## src/rtl/SB_codex_pkg.sv

```systemverilog
// Sideband message type and the MBINIT request/response codes, with the
// PARAM_CONFIG data field layout shared by the MBINIT responder.
package SB_codex_pkg;

   typedef struct packed {
      logic [7:0]  msgcode;
      logic [7:0]  msgsubcode;
      logic [63:0] data;
   } SB_msg_t;

   // {msgcode, msgsubcode} pairs for the five MBINIT request/response messages
   localparam logic [15:0] MBINIT_PARAM_CONFIG_REQ     = {8'hA5, 8'h00};
   localparam logic [15:0] MBINIT_PARAM_CONFIG_RESP    = {8'hAA, 8'h00};
   localparam logic [15:0] MBINIT_CAL_DONE_REQ         = {8'hA5, 8'h02};
   localparam logic [15:0] MBINIT_CAL_DONE_RESP        = {8'hAA, 8'h02};
   localparam logic [15:0] MBINIT_REPAIRCLK_INIT_REQ   = {8'hA5, 8'h03};
   localparam logic [15:0] MBINIT_REPAIRCLK_INIT_RESP  = {8'hAA, 8'h03};
   localparam logic [15:0] MBINIT_REPAIRCLK_RESULT_REQ = {8'hA5, 8'h04};
   localparam logic [15:0] MBINIT_REPAIRCLK_RESULT_RESP= {8'hAA, 8'h04};
   localparam logic [15:0] MBINIT_REPAIRCLK_DONE_REQ   = {8'hA5, 8'h08};
   localparam logic [15:0] MBINIT_REPAIRCLK_DONE_RESP  = {8'hAA, 8'h08};

   // PARAM_CONFIG data field positions
   localparam int PARAM_RATE_LSB     = 0;
   localparam int PARAM_RATE_MSB     = 2;
   localparam int PARAM_CLK_MODE_BIT = 3;

   localparam logic [2:0] LAST_STEP = 3'd4;

   typedef enum logic [2:0] {
      ST_IDLE,
      ST_WAIT,
      ST_SEND,
      ST_DONE,
      ST_ERROR
   } mbinit_rsp_state_t;

   // Request expected at a given handshake step
   function automatic logic [15:0] mbinit_exp_req(input logic [2:0] step);
      case (step)
         3'd0:    mbinit_exp_req = MBINIT_PARAM_CONFIG_REQ;
         3'd1:    mbinit_exp_req = MBINIT_CAL_DONE_REQ;
         3'd2:    mbinit_exp_req = MBINIT_REPAIRCLK_INIT_REQ;
         3'd3:    mbinit_exp_req = MBINIT_REPAIRCLK_RESULT_REQ;
         default: mbinit_exp_req = MBINIT_REPAIRCLK_DONE_REQ;
      endcase
   endfunction

   // Response returned at a given handshake step
   function automatic logic [15:0] mbinit_resp_code(input logic [2:0] step);
      case (step)
         3'd0:    mbinit_resp_code = MBINIT_PARAM_CONFIG_RESP;
         3'd1:    mbinit_resp_code = MBINIT_CAL_DONE_RESP;
         3'd2:    mbinit_resp_code = MBINIT_REPAIRCLK_INIT_RESP;
         3'd3:    mbinit_resp_code = MBINIT_REPAIRCLK_RESULT_RESP;
         default: mbinit_resp_code = MBINIT_REPAIRCLK_DONE_RESP;
      endcase
   endfunction

endpackage

```

## src/rtl/mbinit_param_negotiator.sv

```systemverilog
// Rate / clock-mode negotiation: combinational min/AND feeding the response,
// plus a registered copy of the agreed values.
module mbinit_param_negotiator (
   input  logic       clk,
   input  logic       clr,
   input  logic       load,
   input  logic [2:0] local_rate,
   input  logic       local_mode,
   input  logic [2:0] partner_rate,
   input  logic       partner_mode,
   output logic [2:0] resp_rate,
   output logic       resp_mode,
   output logic [2:0] neg_rate,
   output logic       neg_mode,
   output logic       neg_valid
);

   assign resp_rate = (partner_rate < local_rate) ? partner_rate : local_rate;
   assign resp_mode = local_mode & partner_mode;

   // Latch the agreed values when the PARAM request is consumed
   always_ff @(posedge clk) begin
      if (clr) begin
         neg_rate  <= '0;
         neg_mode  <= 1'b0;
         neg_valid <= 1'b0;
      end else if (load) begin
         neg_rate  <= resp_rate;
         neg_mode  <= resp_mode;
         neg_valid <= 1'b1;
      end
   end

endmodule

```

## src/rtl/mbinit_sb_responder.sv

```systemverilog
// MBINIT partner-side sideband responder: answers the five MBINIT requests in
// order, negotiating rate/clock mode and reporting clock-lane detection.
// Optional macro MBINIT_RESP_TIMEOUT_EN: ERROR after TIMEOUT_CYCLES idle WAIT cycles.
module mbinit_sb_responder
   import SB_codex_pkg::*;
#(
   parameter int TIMEOUT_CYCLES = 800000
) (
   input  logic       clk_100MHz,
   input  logic       reset,
   input  logic       enable_i,
   input  logic [2:0] local_max_rate_i,
   input  logic       local_clk_mode_i,
   input  logic [1:0] rx_clk_detect_i,
   input  SB_msg_t    RX_msg_i,
   input  logic       RX_msg_valid_i,
   output logic       RX_msg_req_o,
   output SB_msg_t    TX_msg_o,
   output logic       TX_msg_valid_o,
   output logic [2:0] negotiated_rate_o,
   output logic       negotiated_clk_mode_o,
   output logic       negotiated_valid_o,
   output logic       responder_done_o,
   output logic       responder_error_o
);

   mbinit_rsp_state_t state, state_nxt;
   logic [2:0]  step, step_nxt;
   logic        consume, timeout, tx_load, neg_load, clr;
   logic [2:0]  resp_rate;
   logic        resp_mode;
   logic [63:0] resp_data;
   SB_msg_t     tx_nxt;

   assign clr     = reset || !enable_i;
   assign consume = RX_msg_valid_i && RX_msg_req_o;

   mbinit_param_negotiator u_neg (
      .clk          (clk_100MHz),
      .clr          (clr),
      .load         (neg_load),
      .local_rate   (local_max_rate_i),
      .local_mode   (local_clk_mode_i),
      .partner_rate (RX_msg_i.data[PARAM_RATE_MSB:PARAM_RATE_LSB]),
      .partner_mode (RX_msg_i.data[PARAM_CLK_MODE_BIT]),
      .resp_rate    (resp_rate),
      .resp_mode    (resp_mode),
      .neg_rate     (negotiated_rate_o),
      .neg_mode     (negotiated_clk_mode_o),
      .neg_valid    (negotiated_valid_o)
   );

`ifdef MBINIT_RESP_TIMEOUT_EN
   localparam int TW = $clog2(TIMEOUT_CYCLES + 1);
   logic [TW-1:0] to_cnt;

   // Count WAIT cycles; any other state clears so each WAIT entry starts at 0
   always_ff @(posedge clk_100MHz) begin
      if (reset || state != ST_WAIT) to_cnt <= '0;
      else                           to_cnt <= to_cnt + 1'b1;
   end

   assign timeout = (to_cnt == TW'(TIMEOUT_CYCLES - 1));
`else
   assign timeout = 1'b0;
`endif

   // Response payload for the current step
   always_comb begin
      resp_data = '0;
      case (step)
         3'd0: begin
            resp_data[PARAM_RATE_MSB:PARAM_RATE_LSB] = resp_rate;
            resp_data[PARAM_CLK_MODE_BIT]            = resp_mode;
         end
         3'd3:    resp_data[1:0] = rx_clk_detect_i;
         default: ;
      endcase
   end

   // Next-state, step advance and response load
   always_comb begin
      state_nxt = state;
      step_nxt  = step;
      tx_load   = 1'b0;
      neg_load  = 1'b0;
      tx_nxt    = TX_msg_o;
      case (state)
         ST_IDLE: begin
            state_nxt = ST_WAIT;
            step_nxt  = '0;
         end
         ST_WAIT: begin
            if (consume) begin
               if ({RX_msg_i.msgcode, RX_msg_i.msgsubcode} == mbinit_exp_req(step)) begin
                  state_nxt = ST_SEND;
                  tx_load   = 1'b1;
                  neg_load  = (step == 3'd0);
                  {tx_nxt.msgcode, tx_nxt.msgsubcode} = mbinit_resp_code(step);
                  tx_nxt.data = resp_data;
               end else begin
                  state_nxt = ST_ERROR;
               end
            end else if (timeout) begin
               state_nxt = ST_ERROR;
            end
         end
         ST_SEND: begin
            if (step == LAST_STEP) state_nxt = ST_DONE;
            else begin
               state_nxt = ST_WAIT;
               step_nxt  = step + 3'd1;
            end
         end
         default: ;
      endcase
      if (!enable_i) begin
         state_nxt = ST_IDLE;
         step_nxt  = '0;
      end
   end

   // State register and registered outputs
   always_ff @(posedge clk_100MHz) begin
      if (clr) begin
         state             <= ST_IDLE;
         step              <= '0;
         RX_msg_req_o      <= 1'b0;
         TX_msg_o          <= '0;
         TX_msg_valid_o    <= 1'b0;
         responder_done_o  <= 1'b0;
         responder_error_o <= 1'b0;
      end else begin
         state             <= state_nxt;
         step              <= step_nxt;
         RX_msg_req_o      <= (state_nxt == ST_WAIT);
         TX_msg_valid_o    <= tx_load;
         if (tx_load) TX_msg_o <= tx_nxt;
         responder_done_o  <= (state_nxt == ST_DONE);
         responder_error_o <= (state_nxt == ST_ERROR);
      end
   end

endmodule

```

## config.mk

```make
export PLATFORM = sky130hd
export DESIGN_NAME = mbinit_sb_responder
export DESIGN_NICKNAME = d
export VERILOG_FILES = /design/src/rtl/SB_codex_pkg.sv /design/src/rtl/mbinit_param_negotiator.sv /design/src/rtl/mbinit_sb_responder.sv
export SDC_FILE = /design/constraint.sdc
export NUM_CORES = 1
export LEC_CHECK = 0
export CAP_MARGIN = 30
export CELL_PAD_IN_SITES_DETAIL_PLACEMENT = 1
export CELL_PAD_IN_SITES_GLOBAL_PLACEMENT = 1
export CORE_ASPECT_RATIO = 0.6
export CORE_MARGIN = 4
export CORE_UTILIZATION = 20
export DETAILED_ROUTE_END_ITERATION = 16
export GPL_TIMING_DRIVEN = 0
export PLACE_DENSITY = 0.85
export SLEW_MARGIN = 20
export SYNTH_ARGS = -nofsm -noshare
export SYNTH_HDL_FRONTEND = slang
export SYNTH_SLANG_ARGS = --single-unit
```

## constraint.sdc

```tcl
create_clock -name clk_100MHz -period 3.1 [get_ports clk_100MHz]
set_input_delay 0.31 -clock clk_100MHz [delete_from_list [all_inputs] [get_ports clk_100MHz]]
set_output_delay 0.31 -clock clk_100MHz [all_outputs]
set_load 0.005 [all_outputs]
```

**Word-level counts from Yosys, hierarchy flattened**

Index checks and enable logic that the tools add are counted.

- Flip-flop bits (word level): 35
- Bits of input ports: 90
- Output and inout port bits: 89
- Word-level logic and storage cells: 56

- Add/sub/neg operators: 1
- Magnitude comparators: 1
- Equal/unequal tests: 11
- Mux-type cells: 20
- Bitwise gates (word level): 2
- Reductions and logical operators: 9

Operators with widths:

| operator | count |
|---|---|
| two-way mux 16 bit | 2 |
| one-hot mux 4 bit (4 select lines) | 2 |
| == test 16 bit | 1 |
| two-way mux 3 bit | 5 |
| == test 3 x 2 -> 1 bit, second input constant | 4 |
| == test 3 x 1 -> 1 bit, second input constant | 3 |
| one-hot mux 3 bit (3 select lines) | 1 |
| == test 3 bit, second input constant | 2 |
| logical NOT 3 bit | 2 |
| two-way mux 1 bit | 6 |
| one-hot mux 3 bit (2 select lines) | 1 |
| two-way mux 2 bit | 2 |
| one-hot mux 2 bit (2 select lines) | 1 |
| AND reduction 4 bit | 1 |
| adder 3 x 1 -> 3 bit, second input constant | 1 |
| less-than comparator 3 bit | 1 |
| inequality test 2 bit, second input constant | 1 |
| AND reduction 2 bit | 1 |
| nonzero test 2 bit | 1 |
| OR reduction 2 bit | 1 |
| AND 1 bit | 1 |
| logical AND 1 bit | 1 |
| logical NOT 1 bit | 1 |
| logical OR 1 bit | 1 |
| NOT 1 bit | 1 |

**Logic depth before layout (Yosys ltp)**

- Depth after elaboration: 10
- Depth in mapped cells: 9
- Gate-level depth less buffers: 7

**Cells and area by module**

Synthesis repeated with hierarchy kept, for this count alone.

- Cells, all modules: 229
- Area total of the unflattened synthesis: 1890.6 um^2

By module, submodules not included:

| module | times used | cells each | area an instance (um^2) | seq. area each (um^2) |
|---|---|---|---|---|
| mbinit_sb_responder | 1 | 193 | 1572.8 | 380.4 |
| mbinit_param_negotiator | 1 | 36 | 317.8 | 100.1 |

**Worst setup path after synthesis**

OpenSTA, ideal clock, no wires.

- Kind: register to register
- Start: register step[2]
- End: register TX_msg_o[2] (netlist name)
- Setup time: 67 ps
- Data arrival time: 2176 ps
- Data required time: 3033 ps
- Setup slack: 856 ps
- Cell stages (with the launch flop): 10
- Buffers on the path: 2
- Period minus slack after synthesis: 2244 ps
- Path through: dfxtp_1 buf_6 inv_1 ha_1 xnor2_1 nand4_2 a2111o_1 buf_6 or3_1 o21ai_2

- Cells in the longest elaborated chain, start to end: 9
- Elaborated cells between the ends (all ways): 13
- Classes of those cells: eq/ne (4); mux (7); reduce/logical (2)

RTL lines:

| element | RTL line | RTL |
|---|---|---|
| start, declared | mbinit_sb_responder.sv:28 | `logic [2:0] step, step_nxt;` |
| start signal, assigned | mbinit_sb_responder.sv:135 | `step <= step_nxt;` |
| == test 3 x 2 -> 1 bit, or another cell as far along | SB_codex_pkg.sv:40 | `case (step)` |
| one-hot mux 4 bit (4 select lines) | SB_codex_pkg.sv:40 |  |
| two-way mux 16 bit | mbinit_sb_responder.sv:94 | `if (consume) begin` |
| two-way mux 16 bit | mbinit_sb_responder.sv:88 | `case (state)` |
| == test 16 bit | mbinit_sb_responder.sv:95 | `if ({RX_msg_i.msgcode, RX_msg_i.msgsubcode} == mbinit_exp_req(step)) begin` |
| two-way mux 1 bit | mbinit_sb_responder.sv:95 |  |
| two-way mux 1 bit | mbinit_sb_responder.sv:94 |  |
| two-way mux 1 bit | mbinit_sb_responder.sv:88 |  |
| AND reduction 4 bit (no line) | -- |  |
| end signal, assigned | mbinit_sb_responder.sv:138 | `if (tx_load) TX_msg_o <= tx_nxt;` |
| end, declared | mbinit_sb_responder.sv:18 | `output SB_msg_t TX_msg_o,` |

Parallel ways exist; a longest one is shown, timed or not. The select of a mux whose other input is x is not followed.
A chain may end at the register's enable or synchronous reset.

**Worst setup path after layout**

- Start: register step[2]
- End: register u_neg.neg_mode

- Cells in the longest elaborated chain, start to end: 8
- Elaborated cells between the ends (all ways): 11
- Classes of those cells: eq/ne (4); mux (6); reduce/logical (1)

RTL lines:

| element | RTL line | RTL |
|---|---|---|
| == test 3 x 2 -> 1 bit, or another cell as far along | SB_codex_pkg.sv:40 |  |
| one-hot mux 4 bit (4 select lines) | SB_codex_pkg.sv:40 |  |
| two-way mux 16 bit | mbinit_sb_responder.sv:94 |  |
| two-way mux 16 bit | mbinit_sb_responder.sv:88 |  |
| == test 16 bit | mbinit_sb_responder.sv:95 |  |
| two-way mux 1 bit (*) | mbinit_sb_responder.sv:95 |  |
| two-way mux 1 bit (*) | mbinit_sb_responder.sv:94 |  |
| two-way mux 1 bit (*) | mbinit_sb_responder.sv:88 |  |
| end signal, assigned | mbinit_param_negotiator.sv:29 | `neg_mode <= resp_mode;` |
| end, declared | mbinit_param_negotiator.sv:14 | `output logic neg_mode,` |

Mark *: on every way between the ends. The rest lies on a longest branch, timed or not. The select of a mux whose other input is x is not followed.

==> Flow_metrics.wiki <==
{| class="wikitable"
! Metric !! Value
|-
| Setup Buffers After CTS || 0
|-
| Async set-or-reset flop fraction in the synthesized netlist || 0%
|-
| Global-route wire length before repair || about 8700 µm
|-
| Post-route setup TNS || 0 ns
|-
| Total power || around 0.85 mW
|-
| Num Clock Sinks || 24
|-
| Clock slew seen by the registers of the worst setup and hold paths || 0.06 ns
|-
| Worst min-delay path class || flip-flop to flip-flop
|-
| Most frequent cells in the layout || 71 x sky130_fd_sc_hd__buf_4, 68 x sky130_fd_sc_hd__conb_1, 50 x sky130_fd_sc_hd__clkdlybuf4s50_1
|-
| Number of buffers between clock root and the deepest sink || 2
|-
| Post-DP HPWL || 4960 µm
|-
| Residual DRC count || 0
|-
| Via count of the first global-routing pass || ~1700
|-
| Root buffer selected by CTS || sky130_fd_sc_hd__clkbuf_16
|-
| Result of the run || complete, no violations
|-
| Worst slew slack as a fraction of its limit || between 40% and 50%
|-
| Distinct cell type count of the synthesized netlist || 48
|-
| Routed len/inst || 12.5 µm
|-
| Data arrival time at the worst-slack endpoint || 2.82 ns
|-
| Number of failing hold endpoints at the final stage || 0
|-
| Global routing's busiest layer || met2
|-
| Port bufs || 50
|-
| Number of placed cells counting well taps || about 450
|-
| Total of hold buffers inserted after clock tree synthesis || 0
|-
| Final cycle utilization of the critical path || a little over four fifths
|-
| I/O pin count || ~180
|-
| Fraction of the yosys area taken by sequential cells || between 20% and 30%
|-
| Post-detailed-placement cell area || roughly 2700 µm²
|-
| Final instance area || 2850 µm²
|-
| Commonest register cell after synthesis || sky130_fd_sc_hd__dfxtp_1
|-
| Power density of the placed cells || around 300 nW/µm²
|-
| Antenna violations before repair || 0
|-
| Static Leakage || between 1 and 1.5 nW
|-
| Worst hold slack across all endpoints || ~0.46 ns
|-
| Leading cell type in the layout, fill and taps excluded || sky130_fd_sc_hd__buf_4
|-
| H-tree depth || 1
|-
| Peak fanout along the critical path || 10
|-
| Gr usage total || 9.91%
|-
| Number of max-capacitance violations reported || 0
|-
| CTS tree || yes
|-
| Max Slew Vio Count || 0
|-
| Post-Place Setup Slack || roughly 0.47 ns
|-
| Die span in x || approximately 130 µm
|-
| Kind of capture point of the worst setup path || flip-flop
|-
| Area growth from synthesis to layout || 53.7%
|-
| Max Clock Skew || 0.00742 ns
|-
| Setup-violating endpoint count in the final report || 0
|-
| Antenna cell count || 0
|-
| Via density per instance || 3.69
|-
| Flop and latch count out of synthesis || 24
|-
| CP startpoint kind || flip-flop
|-
| Setup repair after global routing missed its margin || no
|-
| Yosys Warn Count || 0
|-
| Max Freq || around 0.38 GHz
|-
| Final core area utilization || between 30% and 40%
|-
| Pin count of the biggest net entering global routing || 15
|-
| Core outline area || 8780 µm²
|-
| Remaining antenna violation count || 0
|-
| Net total in the final layout || between 400 and 500
|-
| Area of the mapped netlist || approximately 1900 µm²
|-
| Type of the worst setup path || flip-flop to flip-flop
|-
| Post-layout instance count excluding filler cells || between 400 and 500
|-
| Starting utilization of the core area || 21.1%
|-
| Final worst slack || around 0.47 ns
|-
| Gate count of the mapped netlist || ~220
|-
| Area of the die || about 11000 µm²
|-
| First-pass detailed-route iteration total || 4
|-
| Number of buffers added by the clock tree synthesis step || 3
|-
| Met2 layer usage reported by global route || around 18%
|-
| Final min period || around 2.6 ns
|-
| Post-synth EDFFs || 0
|-
| Initial DRC count || 31
|-
| Placement row count || 26
|-
| Worst endpoint required time || between 3 and 4 ns
|-
| Floorplan die height || roughly 83 µm
|-
| GR Layer Usage met3 || 2.54%
|-
| Worst skew pair latency || between 0.2 and 0.3 ns
|-
| Congestion Overflow GR || 0
|-
| Layout cell share with drive strength beyond 1 || about a quarter
|-
| Worst Tran Pin Value || just under 0.8 ns
|-
| PostCTS Resize Cnt || 0
|-
| Maximum vdd ir drop || 0.150 mV
|-
| Routed Wire Length || 5630 µm
|-
| Via Count || about 1700
|-
| Final weighted congestion in routability-driven placement || around 0.80
|-
| Synthesized area per cell || 8.47 µm²
|-
| Global routing met1 resource utilization || between 10% and 20%
|}
## cell usage after synthesis, types with 2 or more instances
| cell type | instances | area share [%] |
|---|---|---|
| sky130_fd_sc_hd__a21oi_1 | 11 | 3.0 |
| sky130_fd_sc_hd__inv_1 | 6 | 1.2 |
| sky130_fd_sc_hd__dfxtp_1 | 24 | 26 |
| sky130_fd_sc_hd__nor4bb_1 | 2 | 1.1 |
| sky130_fd_sc_hd__nand4_1 | 3 | 1.0 |
| sky130_fd_sc_hd__nor3_1 | 3 | 0.81 |
| sky130_fd_sc_hd__o21a_1 | 2 | 0.81 |
| sky130_fd_sc_hd__nand3_1 | 3 | 0.81 |
| sky130_fd_sc_hd__o21ai_0 | 5 | 1.3 |
| sky130_fd_sc_hd__nor4_1 | 2 | 0.67 |
| sky130_fd_sc_hd__xnor2_1 | 3 | 1.4 |
| sky130_fd_sc_hd__buf_6 | 2 | 1.2 |
| sky130_fd_sc_hd__nand4_2 | 2 | 1.3 |
| sky130_fd_sc_hd__nand2b_1 | 4 | 1.3 |
| sky130_fd_sc_hd__o21bai_1 | 2 | 0.81 |
| sky130_fd_sc_hd__nor4b_2 | 2 | 1.6 |
| sky130_fd_sc_hd__nand2_1 | 20 | 4.0 |
| sky130_fd_sc_hd__buf_4 | 71 | 29 |
| sky130_fd_sc_hd__a2111oi_0 | 2 | 0.94 |
| sky130_fd_sc_hd__ha_1 | 7 | 4.7 |
| sky130_fd_sc_hd__nor2_1 | 14 | 2.8 |
| sky130_fd_sc_hd__mux2i_1 | 2 | 1.1 |
| sky130_fd_sc_hd__or3_1 | 2 | 0.67 |
## worst max-delay path: stages (launching register included)
cell and delay, ns:
sky130_fd_sc_hd__dfxtp_1 0.30, sky130_fd_sc_hd__buf_6 0.14, sky130_fd_sc_hd__inv_1 0.18, sky130_fd_sc_hd__ha_1 0.39
sky130_fd_sc_hd__xnor2_1 0.18, sky130_fd_sc_hd__nand4_2 0.22, sky130_fd_sc_hd__a2111oi_4 0.77, sky130_fd_sc_hd__nand4_1 0.21
sky130_fd_sc_hd__a21oi_1 0.17
## worst paths after layout
| check | from | endpoint | slack, ns | cells after the start |
|---|---|---|---|---|
| max | step[2]$_SDFFE_PP0P_ | u_neg.neg_mode$_SDFFE_PP0P_ | 0.47 | 8 |
| max reg2reg | step[2]$_SDFFE_PP0P_ | u_neg.neg_mode$_SDFFE_PP0P_ | 0.47 | 8 |
| min reg2reg | TX_msg_o[64]$_SDFFE_PP0P_ | TX_msg_o[64]$_SDFFE_PP0P_ | 0.46 | 2 |
| min | TX_msg_o[64]$_SDFFE_PP0P_ | TX_msg_o[64]$_SDFFE_PP0P_ | 0.46 | 2 |
## state kept, by name (all words and copies together), names as in the netlist
signal             cells
state                  3
u_neg.neg_mode         1
u_neg.neg_valid        1
responder_done_o       1
RX_msg_req_o           1
TX_msg_valid_o         1
u_neg.neg_rate         3
step                   3
responder_error_o      1
TX_msg_o               9
## routing by layer
layer / part of all wire (%) / wire length, µm
met1: 43 / 2400
met2: 52 / 2920
met3: 5.0 / 279
met4: 0.53 / 30
met5: 0 / 0
## power breakdown
group | internal, mW | switching [mW] | leakage, nW
Sequential | 0.310 | 0.00118 | 0.194
Clock | 0.257 | 0.109 | 0.0511
Combinational | 0.106 | 0.0707 | 1.07
Total | 0.673 | 0.181 | 1.31
## area by class of cell
type	count	area [µm²]
buffer	75	563
clock buffer	3	75.1
clock inverter	1	30.0
fill	1071	5930
inverter	6	22.5
multi-input combinational	181	1040
sequential	24	480
tap	112	140
timing repair buffer	50	500
## logic make-up (layout without fill, tap and decap cells)
| kind of cell | after synthesis | in the layout | share of synthesized area (%) |
|---|---|---|---|
| buffers and inverters | 81 | 135 | 31.6 |
| flip-flops | 24 | 24 | 25.9 |
| AND/OR/NAND/NOR | 66 | 66 | 21.1 |
| adder cells (fa/ha/maj) | 7 | 7 | 4.72 |
| AO/OA/AOI/OAI | 34 | 34 | 13.4 |
| XOR/XNOR | 3 | 3 | 1.42 |
| multiplexers | 3 | 3 | 1.69 |
| other | 1 | 68 | 0.202 |
Note: power is estimated with default switching activity, not from simulation.
